## config.mk

```make
export PLATFORM = sky130hd
export DESIGN_NAME = i2c_adc24_reader
export DESIGN_NICKNAME = d
export VERILOG_FILES = /design/src/rtl/i2c_adc24_reader.sv
export SDC_FILE = /design/constraint.sdc
export NUM_CORES = 1
export LEC_CHECK = 0
export ABC_AREA = 0
export BUFFER_PORTS_ARGS = -buffer_cell sky130_fd_sc_hd__buf_2
export CORE_MARGIN = 8
export CORE_UTILIZATION = 58
export DETAILED_ROUTE_END_ITERATION = 6
export PLACE_DENSITY = 0.84
export SYNTH_ARGS = -nofsm -noshare
export SYNTH_HDL_FRONTEND = slang
export SYNTH_SLANG_ARGS = --single-unit
```

## constraint.sdc

```tcl
create_clock -name pll_clk_cpu_int -period 3.4 [get_ports pll_clk_cpu_int]
set_clock_uncertainty 0.2 [all_clocks]
set_input_delay 0.34 -clock pll_clk_cpu_int [delete_from_list [all_inputs] [get_ports pll_clk_cpu_int]]
set_output_delay 0.34 -clock pll_clk_cpu_int [all_outputs]
set_load 0.01 [all_outputs]
```

## src/rtl/i2c_adc24_reader.sv

```systemverilog
// i2c_adc24_reader
// Autonomous I2C master for the 24-bit serial ADC. A falling DRDY starts a
// read of three bytes from DEV_ADDR. Each bit is split into four quarters of
// DIV_QTR clocks. A complete read produces a signed 24-bit sample with a
// one-cycle valid strobe.
// SCL and SDA are open-drain: an *_oe output of 1 pulls the line low.

module i2c_adc24_reader #(
  parameter int unsigned DIV_QTR  = 100,
  parameter logic [6:0]  DEV_ADDR = 7'h40
) (
  input  logic        pll_clk_cpu_int,
  input  logic        RST_EXT_N,
  input  logic        i_enable,
  input  logic        DRDY_ADC,
  input  logic        i_scl,
  input  logic        i_sda,
  output logic        o_scl_oe,
  output logic        o_sda_oe,
  output logic [23:0] o_data,
  output logic        o_valid,
  output logic        o_busy,
  output logic        o_nack_err,
  output logic [15:0] o_overrun_cnt
);

  typedef enum logic [2:0] {
    S_IDLE,
    S_START,
    S_ADDR,
    S_AACK,
    S_READ,
    S_MACK,
    S_STOP
  } state_t;

  // Last count of a quarter, and the first quarter position at which a low
  // synced SCL is taken as slave stretching. Checking stretch from count 2
  // lets the two-flop SCL synchroniser settle after the master releases SCL.
  // As a result, a bus that is not stretched loses no cycles.
  localparam logic [11:0] QTR_LAST  = 12'(DIV_QTR - 1);
  localparam logic [11:0] HOLD_AT   = (DIV_QTR > 2) ? 12'd2 : 12'd1;
  localparam logic [7:0]  ADDR_BYTE = {DEV_ADDR, 1'b1};

  state_t      state;
  state_t      next_state;

  logic        drdy_meta;
  logic        drdy_sync;
  logic        drdy_prev;
  logic        scl_meta;
  logic        scl_sync;
  logic        drdy_fall;

  logic [11:0] qcnt;
  logic [1:0]  phase;
  logic [2:0]  bit_cnt;
  logic [1:0]  byte_idx;
  logic        nack_bit;
  logic [23:0] shift_reg;
  logic        got_all;

  logic        bit_state;
  logic        stretch_hold;
  logic        qtick;
  logic        last_q;
  logic        sample_now;

  // Synchronise DRDY and SCL into the clock domain, and keep the previous
  // synced DRDY value for falling-edge detection.
  always_ff @(posedge pll_clk_cpu_int or negedge RST_EXT_N) begin
    if (!RST_EXT_N) begin
      drdy_meta <= 1'b0;
      drdy_sync <= 1'b0;
      drdy_prev <= 1'b0;
      scl_meta  <= 1'b1;
      scl_sync  <= 1'b1;
    end else begin
      drdy_meta <= DRDY_ADC;
      drdy_sync <= drdy_meta;
      drdy_prev <= drdy_sync;
      scl_meta  <= i_scl;
      scl_sync  <= scl_meta;
    end
  end

  assign drdy_fall = drdy_prev & ~drdy_sync;

  // Quarter timing. Clock stretching is honoured only in the four states
  // that clock data bits. START and STOP run on fixed timing.
  always_comb begin
    bit_state = (state == S_ADDR) || (state == S_AACK) ||
                (state == S_READ) || (state == S_MACK);
  end

  // Hold the quarter counter while the slave keeps SCL low in Q2.
  always_comb begin
    stretch_hold = bit_state && (phase == 2'd2) && !scl_sync && (qcnt >= HOLD_AT);
  end

  // Quarter tick, end-of-bit strobe, and the SDA sampling point.
  always_comb begin
    qtick      = (state != S_IDLE) && (qcnt == QTR_LAST) && !stretch_hold;
    last_q     = qtick && (phase == 2'd3);
    sample_now = ((state == S_AACK) || (state == S_READ)) &&
                 (phase == 2'd3) && (qcnt == 12'd0);
  end

  // State register.
  always_ff @(posedge pll_clk_cpu_int or negedge RST_EXT_N) begin
    if (!RST_EXT_N) begin
      state <= S_IDLE;
    end else begin
      state <= next_state;
    end
  end

  // Next-state logic. Every state except IDLE advances only when the last
  // quarter of its current bit ends.
  always_comb begin
    next_state = state;
    case (state)
      S_IDLE: begin
        if (drdy_fall && i_enable) next_state = S_START;
      end
      S_START: begin
        if (last_q) next_state = S_ADDR;
      end
      S_ADDR: begin
        if (last_q && (bit_cnt == 3'd7)) next_state = S_AACK;
      end
      S_AACK: begin
        if (last_q) next_state = nack_bit ? S_STOP : S_READ;
      end
      S_READ: begin
        if (last_q && (bit_cnt == 3'd7)) next_state = S_MACK;
      end
      S_MACK: begin
        if (last_q) next_state = (byte_idx == 2'd2) ? S_STOP : S_READ;
      end
      S_STOP: begin
        if (last_q) next_state = S_IDLE;
      end
      default: next_state = S_IDLE;
    endcase
  end

  // Quarter, phase and bit counters. They return to zero in IDLE so each
  // transfer starts from a clean phase. bit_cnt wraps from 7 back to 0, so
  // it is ready for the next byte.
  always_ff @(posedge pll_clk_cpu_int or negedge RST_EXT_N) begin
    if (!RST_EXT_N) begin
      qcnt    <= 12'd0;
      phase   <= 2'd0;
      bit_cnt <= 3'd0;
    end else if (state == S_IDLE) begin
      qcnt    <= 12'd0;
      phase   <= 2'd0;
      bit_cnt <= 3'd0;
    end else if (qtick) begin
      qcnt  <= 12'd0;
      phase <= phase + 2'd1;
      if ((phase == 2'd3) && ((state == S_ADDR) || (state == S_READ))) begin
        bit_cnt <= bit_cnt + 3'd1;
      end
    end else if (!stretch_hold) begin
      qcnt <= qcnt + 12'd1;
    end
  end

  // Receive datapath: address acknowledge, incoming data bits and byte
  // index. o_data and o_valid are published only when STOP ends a transfer
  // that read all three bytes.
  always_ff @(posedge pll_clk_cpu_int or negedge RST_EXT_N) begin
    if (!RST_EXT_N) begin
      byte_idx   <= 2'd0;
      nack_bit   <= 1'b0;
      shift_reg  <= 24'd0;
      got_all    <= 1'b0;
      o_data     <= 24'd0;
      o_valid    <= 1'b0;
      o_nack_err <= 1'b0;
    end else begin
      o_valid    <= 1'b0;
      o_nack_err <= 1'b0;
      if (state == S_START) begin
        byte_idx <= 2'd0;
        got_all  <= 1'b0;
      end
      if (sample_now && (state == S_AACK)) begin
        nack_bit <= i_sda;
      end
      if (sample_now && (state == S_READ)) begin
        shift_reg <= {shift_reg[22:0], i_sda};
      end
      if ((state == S_AACK) && last_q && nack_bit) begin
        o_nack_err <= 1'b1;
      end
      if ((state == S_MACK) && last_q) begin
        if (byte_idx == 2'd2) begin
          got_all <= 1'b1;
        end else begin
          byte_idx <= byte_idx + 2'd1;
        end
      end
      if ((state == S_STOP) && last_q && got_all) begin
        o_data  <= shift_reg;
        o_valid <= 1'b1;
      end
    end
  end

  // Count DRDY falls that arrive while a transfer is active. The counter
  // saturates at 16'hFFFF.
  always_ff @(posedge pll_clk_cpu_int or negedge RST_EXT_N) begin
    if (!RST_EXT_N) begin
      o_overrun_cnt <= 16'd0;
    end else if (drdy_fall && (state != S_IDLE) && (o_overrun_cnt != 16'hFFFF)) begin
      o_overrun_cnt <= o_overrun_cnt + 16'd1;
    end
  end

  // Bus drive decoded from the state and the quarter phase. In the data bit
  // states, SCL is pulled low in Q0 and Q1 and released in Q2 and Q3.
  always_comb begin
    o_scl_oe = 1'b0;
    o_sda_oe = 1'b0;
    o_busy   = (state != S_IDLE);
    case (state)
      S_START: begin
        o_sda_oe = 1'b1;
        o_scl_oe = phase[1];
      end
      S_ADDR: begin
        o_scl_oe = !phase[1];
        o_sda_oe = !ADDR_BYTE[3'd7 - bit_cnt];
      end
      S_AACK, S_READ: begin
        o_scl_oe = !phase[1];
        o_sda_oe = 1'b0;
      end
      S_MACK: begin
        o_scl_oe = !phase[1];
        o_sda_oe = (byte_idx != 2'd2);
      end
      S_STOP: begin
        o_scl_oe = (phase == 2'd0);
        o_sda_oe = !phase[1];
      end
      default: begin
        o_scl_oe = 1'b0;
        o_sda_oe = 1'b0;
      end
    endcase
  end

endmodule

```

# Word-level counts from Yosys, hierarchy flattened
# Memory sizes are Yosys's and may differ from the RTL's.
# Cells that the tools add are included.
dict set report totals {
  register_bits 95
  wordCells 116
  mem_bits_ro 8
  input_bits 6
  output_inout_bits 45
  mem_count 1
}
# memory depth word_bits read_ports rd_clocked_by_memory_dff wr line_no
set memory_table {}
lappend memory_table {{(no name shown)} 8 1 1 0 0 236} ;# o_sda_oe = !ADDR_BYTE[3'd7 - bit_cnt];
dict set report classes {
  n_eq_ne 21
  addsub 6
  bitwise_logic 2
  n_reduce_logical 38
  muxes 29
  n_lt_le_gt_ge 2
}
# op count
set ops {}
lappend ops {{2-to-1 mux 12 bit} 3}
lappend ops {{2-to-1 mux 3 bit} 10}
lappend ops {{case mux 3 bit (7 select lines)} 1}
lappend ops {{logical AND 1 bit} 20}
lappend ops {{adder 16 x 1 -> 16 bit, second input constant} 1}
lappend ops {{inequality test 16 bit, second input constant} 1}
lappend ops {{2-to-1 mux 2 bit} 7}
lappend ops {{inequality test 2 bit, second input constant} 7}
lappend ops {{adder 12 x 1 -> 12 bit, second input constant} 1}
lappend ops {{== test 12 x 7 -> 1 bit, second input constant} 1}
lappend ops {{== test 3 bit, second input constant} 4}
lappend ops {{greater-or-equal comparator 12 x 2 -> 1 bit, second input constant} 1}
lappend ops {{zero test 12 bit} 1}
lappend ops {{AND reduction 7 bit} 1}
lappend ops {{== test 2 bit, second input constant} 3}
lappend ops {{== test 3 x 2 -> 1 bit, second input constant} 2}
lappend ops {{2-to-1 mux 1 bit} 6}
lappend ops {{logical OR 1 bit} 5}
lappend ops {{adder 2 x 1 -> 2 bit, second input constant} 2}
lappend ops {{zero test 1 bit} 4}
lappend ops {{< comparator 3 x 4 -> 1 bit, second input constant} 1}
lappend ops {{case mux 1 bit (4 select lines)} 1}
lappend ops {{nonzero test 2 bit} 2}
lappend ops {{OR reduction 4 bit} 1}
lappend ops {{other kinds (12)} 12}

# Logic depth before layout (Yosys ltp)
dict set report logic_depth {
  depth_word 13
  ltp_mapped 9
}

# Worst setup path after synthesis
# Ideal clock, no wire load.
dict set report synth_timing {
  path_type {reg-to-reg}
  start {reg state[1]}
  end {reg o_data[10]}
  n_path_buf 2
  arrival_ps 2433
  stages_incl_launch_ff 10
  required_time_ps 3075
  synth_period_minus_slack_ps 2758
  slack_ps 642
  cell_sequence {dfrtp_1 -> buf_2 -> clkinv_1 -> ha_1 -> nor3b_4 -> a21boi_4 -> nor3b_4 -> nand2_2 -> buf_6 -> mux2_4}
}
dict set report synth_between {
  elab_chain_len 12
}
# item line_no
set synth_rtl {}
lappend synth_rtl {{start, declared} 45} ;# state_t state;
lappend synth_rtl {{start signal, assigned} 114} ;# state <= next_state;
lappend synth_rtl {{== test 3 x 2 -> 1 bit} 92} ;# bit_state = (state == S_ADDR) || (state == S_AACK) ||
lappend synth_rtl {{logical OR 1 bit (2 in series)} 92}
lappend synth_rtl {{logical OR 1 bit} 93} ;# (state == S_READ) || (state == S_MACK);
lappend synth_rtl {{logical AND 1 bit (3 in series)} 98} ;# stretch_hold = bit_state && (phase == 2'd2) && !scl_sync && (qcnt >= HOLD_AT);
lappend synth_rtl {{zero test 1 bit} -}
lappend synth_rtl {{logical AND 1 bit} 103} ;# qtick = (state != S_IDLE) && (qcnt == QTR_LAST) && !stretch_hold;
lappend synth_rtl {{logical AND 1 bit} 104} ;# last_q = qtick && (phase == 2'd3);
lappend synth_rtl {{logical AND 1 bit * (2 in series)} 206} ;# if ((state == S_STOP) && last_q && got_all) begin
lappend synth_rtl {{end signal, assigned} 207} ;# o_data <= shift_reg;
lappend synth_rtl {{end, declared} 20} ;# output logic [23:0] o_data,
# Every way passes the cells marked *; elsewhere a longest branch is shown, timed or not.
# A chain may end at the register's enable or synchronous reset.

# Worst setup path after layout
dict set report layout_timing {
  start {reg state[1]}
  end {reg o_data[22]}
}
# Same word-level chain as after synthesis.

==> results <==
- The share of synthesized area in the top cell type comes to 51.30%.
- The distinct cell type count after synthesis is 58.
- The count of input and output buffers is 50.
- Each instance of the synthesized netlist takes up on average 12.23 sq um.
- Summing every instance area after synthesis gives 0.004537 sq mm.
- The clock sink count is 95.
- The number of hold violations in the final report came to 0.
- The number of standard cells after synthesis is 371.
- After synthesis, the share of flip-flops with an asynchronous set or reset is 100.0%.
- The max-slew violation count was 0.
- The via count of the first global-routing pass is 3128.
- Across the run, the number of max-cap violations was 0.
- The initial antenna violation count is 0.
- Relative to the synthesized area, the layout overhead comes to 13.51%.
- The share of total power dissipated in the clock network is 35.2%.
- The internal power of the cells totals 1.520 mW.
- The detailed router finished its first iteration with 109 violations.
- The via count is 3068.
- For the worst setup path, the data arrival time is 2980 ps.
- The layout cell share with drive strength beyond 1 is 30.43%.
- After clock tree synthesis, the setup repair step added 0 buffers.
- The aggregate negative setup slack is 0 ps.
- In this run, synthesis inferred 0 flip-flops with an integrated enable.
- Summed over all layers, the routed wires come to 9131 um.
- The initial utilization of the core area, before any placement, comes to 59.33%.
- The floorplan die width is 104.4 um.
- 51 I/O pins were placed.
- The first global-routing pass estimated 15320 um of wire.
- The worst pin sits at a relative slew slack of 53.73%.
- Routability-driven placement finished with a final weighted congestion of 0.9090.
- The critical path data required time is 3470 ps.
- Combinational logic is responsible for 7.1% of the overall power.
- The detailed placer's ending HPWL is 6298 um.
- The number of H-tree levels is 3.
- The run finished with clean final reports.
- The final setup violation count is 0.
- The slew at the pin closest to its max-slew limit is 694.1 ps.
- The clock edge transition at the registers on the reported setup and hold paths is 110 ps.
- Along the worst path, the maximum fanout reaches 19.
- For this design the ratio of total power to cell area is 410.9 mW/mm^2.
- Among all flip-flop cells after synthesis, the most frequent one is sky130_fd_sc_hd__dfrtp_1.
- The sequential fraction of the synthesis area is 52.45%.
- The ratio of routed vias to standard cells is 5.692.
- After layout, the minimum clock period comes to 2909 ps.
- The critical path is of the reg2reg type.
- The total area inside the core boundary comes to 0.007647 sq mm.
- Once the clock tree was built, the resizer swapped 0 gates to a different size.
- The total grt overflow is 0.
- The biggest area contributor in the post-synthesis netlist is sky130_fd_sc_hd__dfrtp_1.
- The repair_antennas step left the layout with diodes totalling 0.
- Derived from the worst setup path, the maximum achievable clock frequency is 0.3438 GHz.
- Registers are responsible for 57.7% of the overall power.
- TritonCTS built the clock tree.
- The worst hold-check path type is in2reg.
- For this run, design rule violations remaining after detail routing come to 0.
- Setup repair after global routing left no endpoint under its margin.
- The routed length per placed instance is 16.94 um.
- The tree is rooted in a sky130_fd_sc_hd__clkbuf_8.
- The number of nets still failing antenna checks after routing is 0.
- The vertical die dimension is 104.4 um.
- Leaving out fill and tap cells, the most frequent cell in the layout is sky130_fd_sc_hd__dfrtp_1.
- The worst setup path is captured at a flop.
- The count of synthesis-stage warnings from yosys is 0.
- The maximum number of pins on one net before global-route repair is 42.
- The die covers 0.01091 sq mm.
- The clock reaches the later pin of the worst-skew pair after 380 ps.
- IR analysis of the VDD net gives a maximum drop of 184.5 uV.
- The worst path meets setup with 491.1 ps of slack.
- In the layout the commonest cells are sky130_fd_sc_hd__dfrtp_1 (93), sky130_fd_sc_hd__buf_2 (49), sky130_fd_sc_hd__nand2_1 (26), sky130_fd_sc_hd__mux2_2 (23).
- The floorplan has 32 rows.
- Counting every net in the synthesized netlist gives 389.
- TritonCTS created 9 clock buffers.
- For this run, the post-layout net count is 450.
- The total net switching power is 596.1 uW.
- The maximum count of clock buffers along a single path is 2.
- STA classifies the critical path startpoint as a flop.
- In the post-synthesis netlist, the biggest area contributors are sky130_fd_sc_hd__dfrtp_1 (51%), sky130_fd_sc_hd__mux2_4 (6.6%), sky130_fd_sc_hd__mux2_2 (5.7%), sky130_fd_sc_hd__xnor2_1 (3.5%), sky130_fd_sc_hd__ha_1 (3.3%).
- The synthesis-stage register bit count is 95.
- At the placement stage, the worst setup path has a slack of 506.3 ps.
- Net switching is 28.17% of the power.
- The worst path uses 85.56% of the clock period.
- The first TritonRoute pass finished after 4 iterations.
- The overall routing resource usage is 17.38%.
- For this design the static power due to leakage is 2.567 nW.
-- cells by family (layout without fill, tap and decap cells) --
group | after synthesis | count (layout) | share of synthesized area, %
fa+ha+maj | 12 | 12 | 3.309
compound gates | 44 | 44 | 7.144
flops | 95 | 95 | 52.45
buf+inv | 24 | 90 | 2.592
xor+xnor | 20 | 20 | 3.861
simple gates | 123 | 123 | 15.91
mux | 53 | 53 | 14.73
-- layout make-up --
| class | count | area [sq um] |
|---|---|---|
| clock inverter | 7 | 75.07 |
| inverter | 13 | 48.80 |
| tap | 102 | 127.6 |
| multi-input combinational | 252 | 2039 |
| sequential | 95 | 2380 |
| timing repair buffer | 61 | 355.3 |
| clock buffer | 9 | 123.9 |
| fill | 534 | 2497 |
-- metal layers --
layer	wire length [um]	global-route usage (%)	up-vias
met1	3995	20.41	1497
li1	-	-	1464
met3	438	4.523	20
met2	4481	28.83	87
met4	215	8.583	0
met5	0	0	-
-- cells in the mapped netlist, drive strengths merged, types with 7 or more instances --
| library cell | instances |
|---|---|
| dfrtp | 93 |
| mux2 | 50 |
| nand2 | 27 |
| nor2 | 20 |
| xnor2 | 18 |
| nand4 | 14 |
| nand3 | 13 |
| ha | 12 |
| inv | 12 |
| nor3 | 12 |
| o21ai | 11 |
| a21oi | 9 |
| and3 | 8 |
| buf | 7 |
-- critical path, cell delays in order (launching register included) --
cell                       delay, ps
sky130_fd_sc_hd__dfrtp_1         360
sky130_fd_sc_hd__clkinv_1        180
sky130_fd_sc_hd__ha_1            390
sky130_fd_sc_hd__nor3b_4         390
sky130_fd_sc_hd__a21boi_4        380
sky130_fd_sc_hd__nor3b_4         150
sky130_fd_sc_hd__nand2_2         190
sky130_fd_sc_hd__buf_12          220
sky130_fd_sc_hd__mux2_4          330
-- per-stage QoR --
stage	utilization, %	hold slack (ps)	area, sq um	cells	total power, mW
after global placement	64.35	142.8	4921	520	1.368
final	67.34	11.77	5150	539	2.116
after detailed placement	64.35	146.8	4921	520	1.384
after global routing	67.34	0.9284	5150	539	2.190
after CTS	67.34	6.723	5150	539	2.132
after floorplan	-	-155.6	4537	371	1.295
-- worst paths after layout --
kind,startpoint,endpoint,slack (ps),cells after the start
min reg2reg,scl_meta,scl_sync,160,0
max,state[1],o_data[22],490,8
min,i_sda,shift_reg[0],10,2
min in group asynchronous,RST_EXT_N,byte_idx[0],270,2
max reg2reg,state[1],o_data[22],490,8
max in group asynchronous,RST_EXT_N,scl_sync,1900,3
-- power groups by stage --
stage	Sequential, mW	Combinational [mW]	Clock [mW]
floorplan	1.24	0.0503	0
global placement	1.23	0.134	0
detailed placement	1.24	0.144	0
CTS	1.22	0.155	0.757
global route	1.23	0.166	0.796
finish	1.22	0.150	0.745
-- what timing repair did --
| action | in CTS | in global routing |
|---|---|---|
| hold endpoints to repair | 40 | 0 |
| hold buffers | 3 | 0 |
| endpoints found under the setup margin | 0 | 0 |
Note: power is estimated with default switching activity, not from simulation.
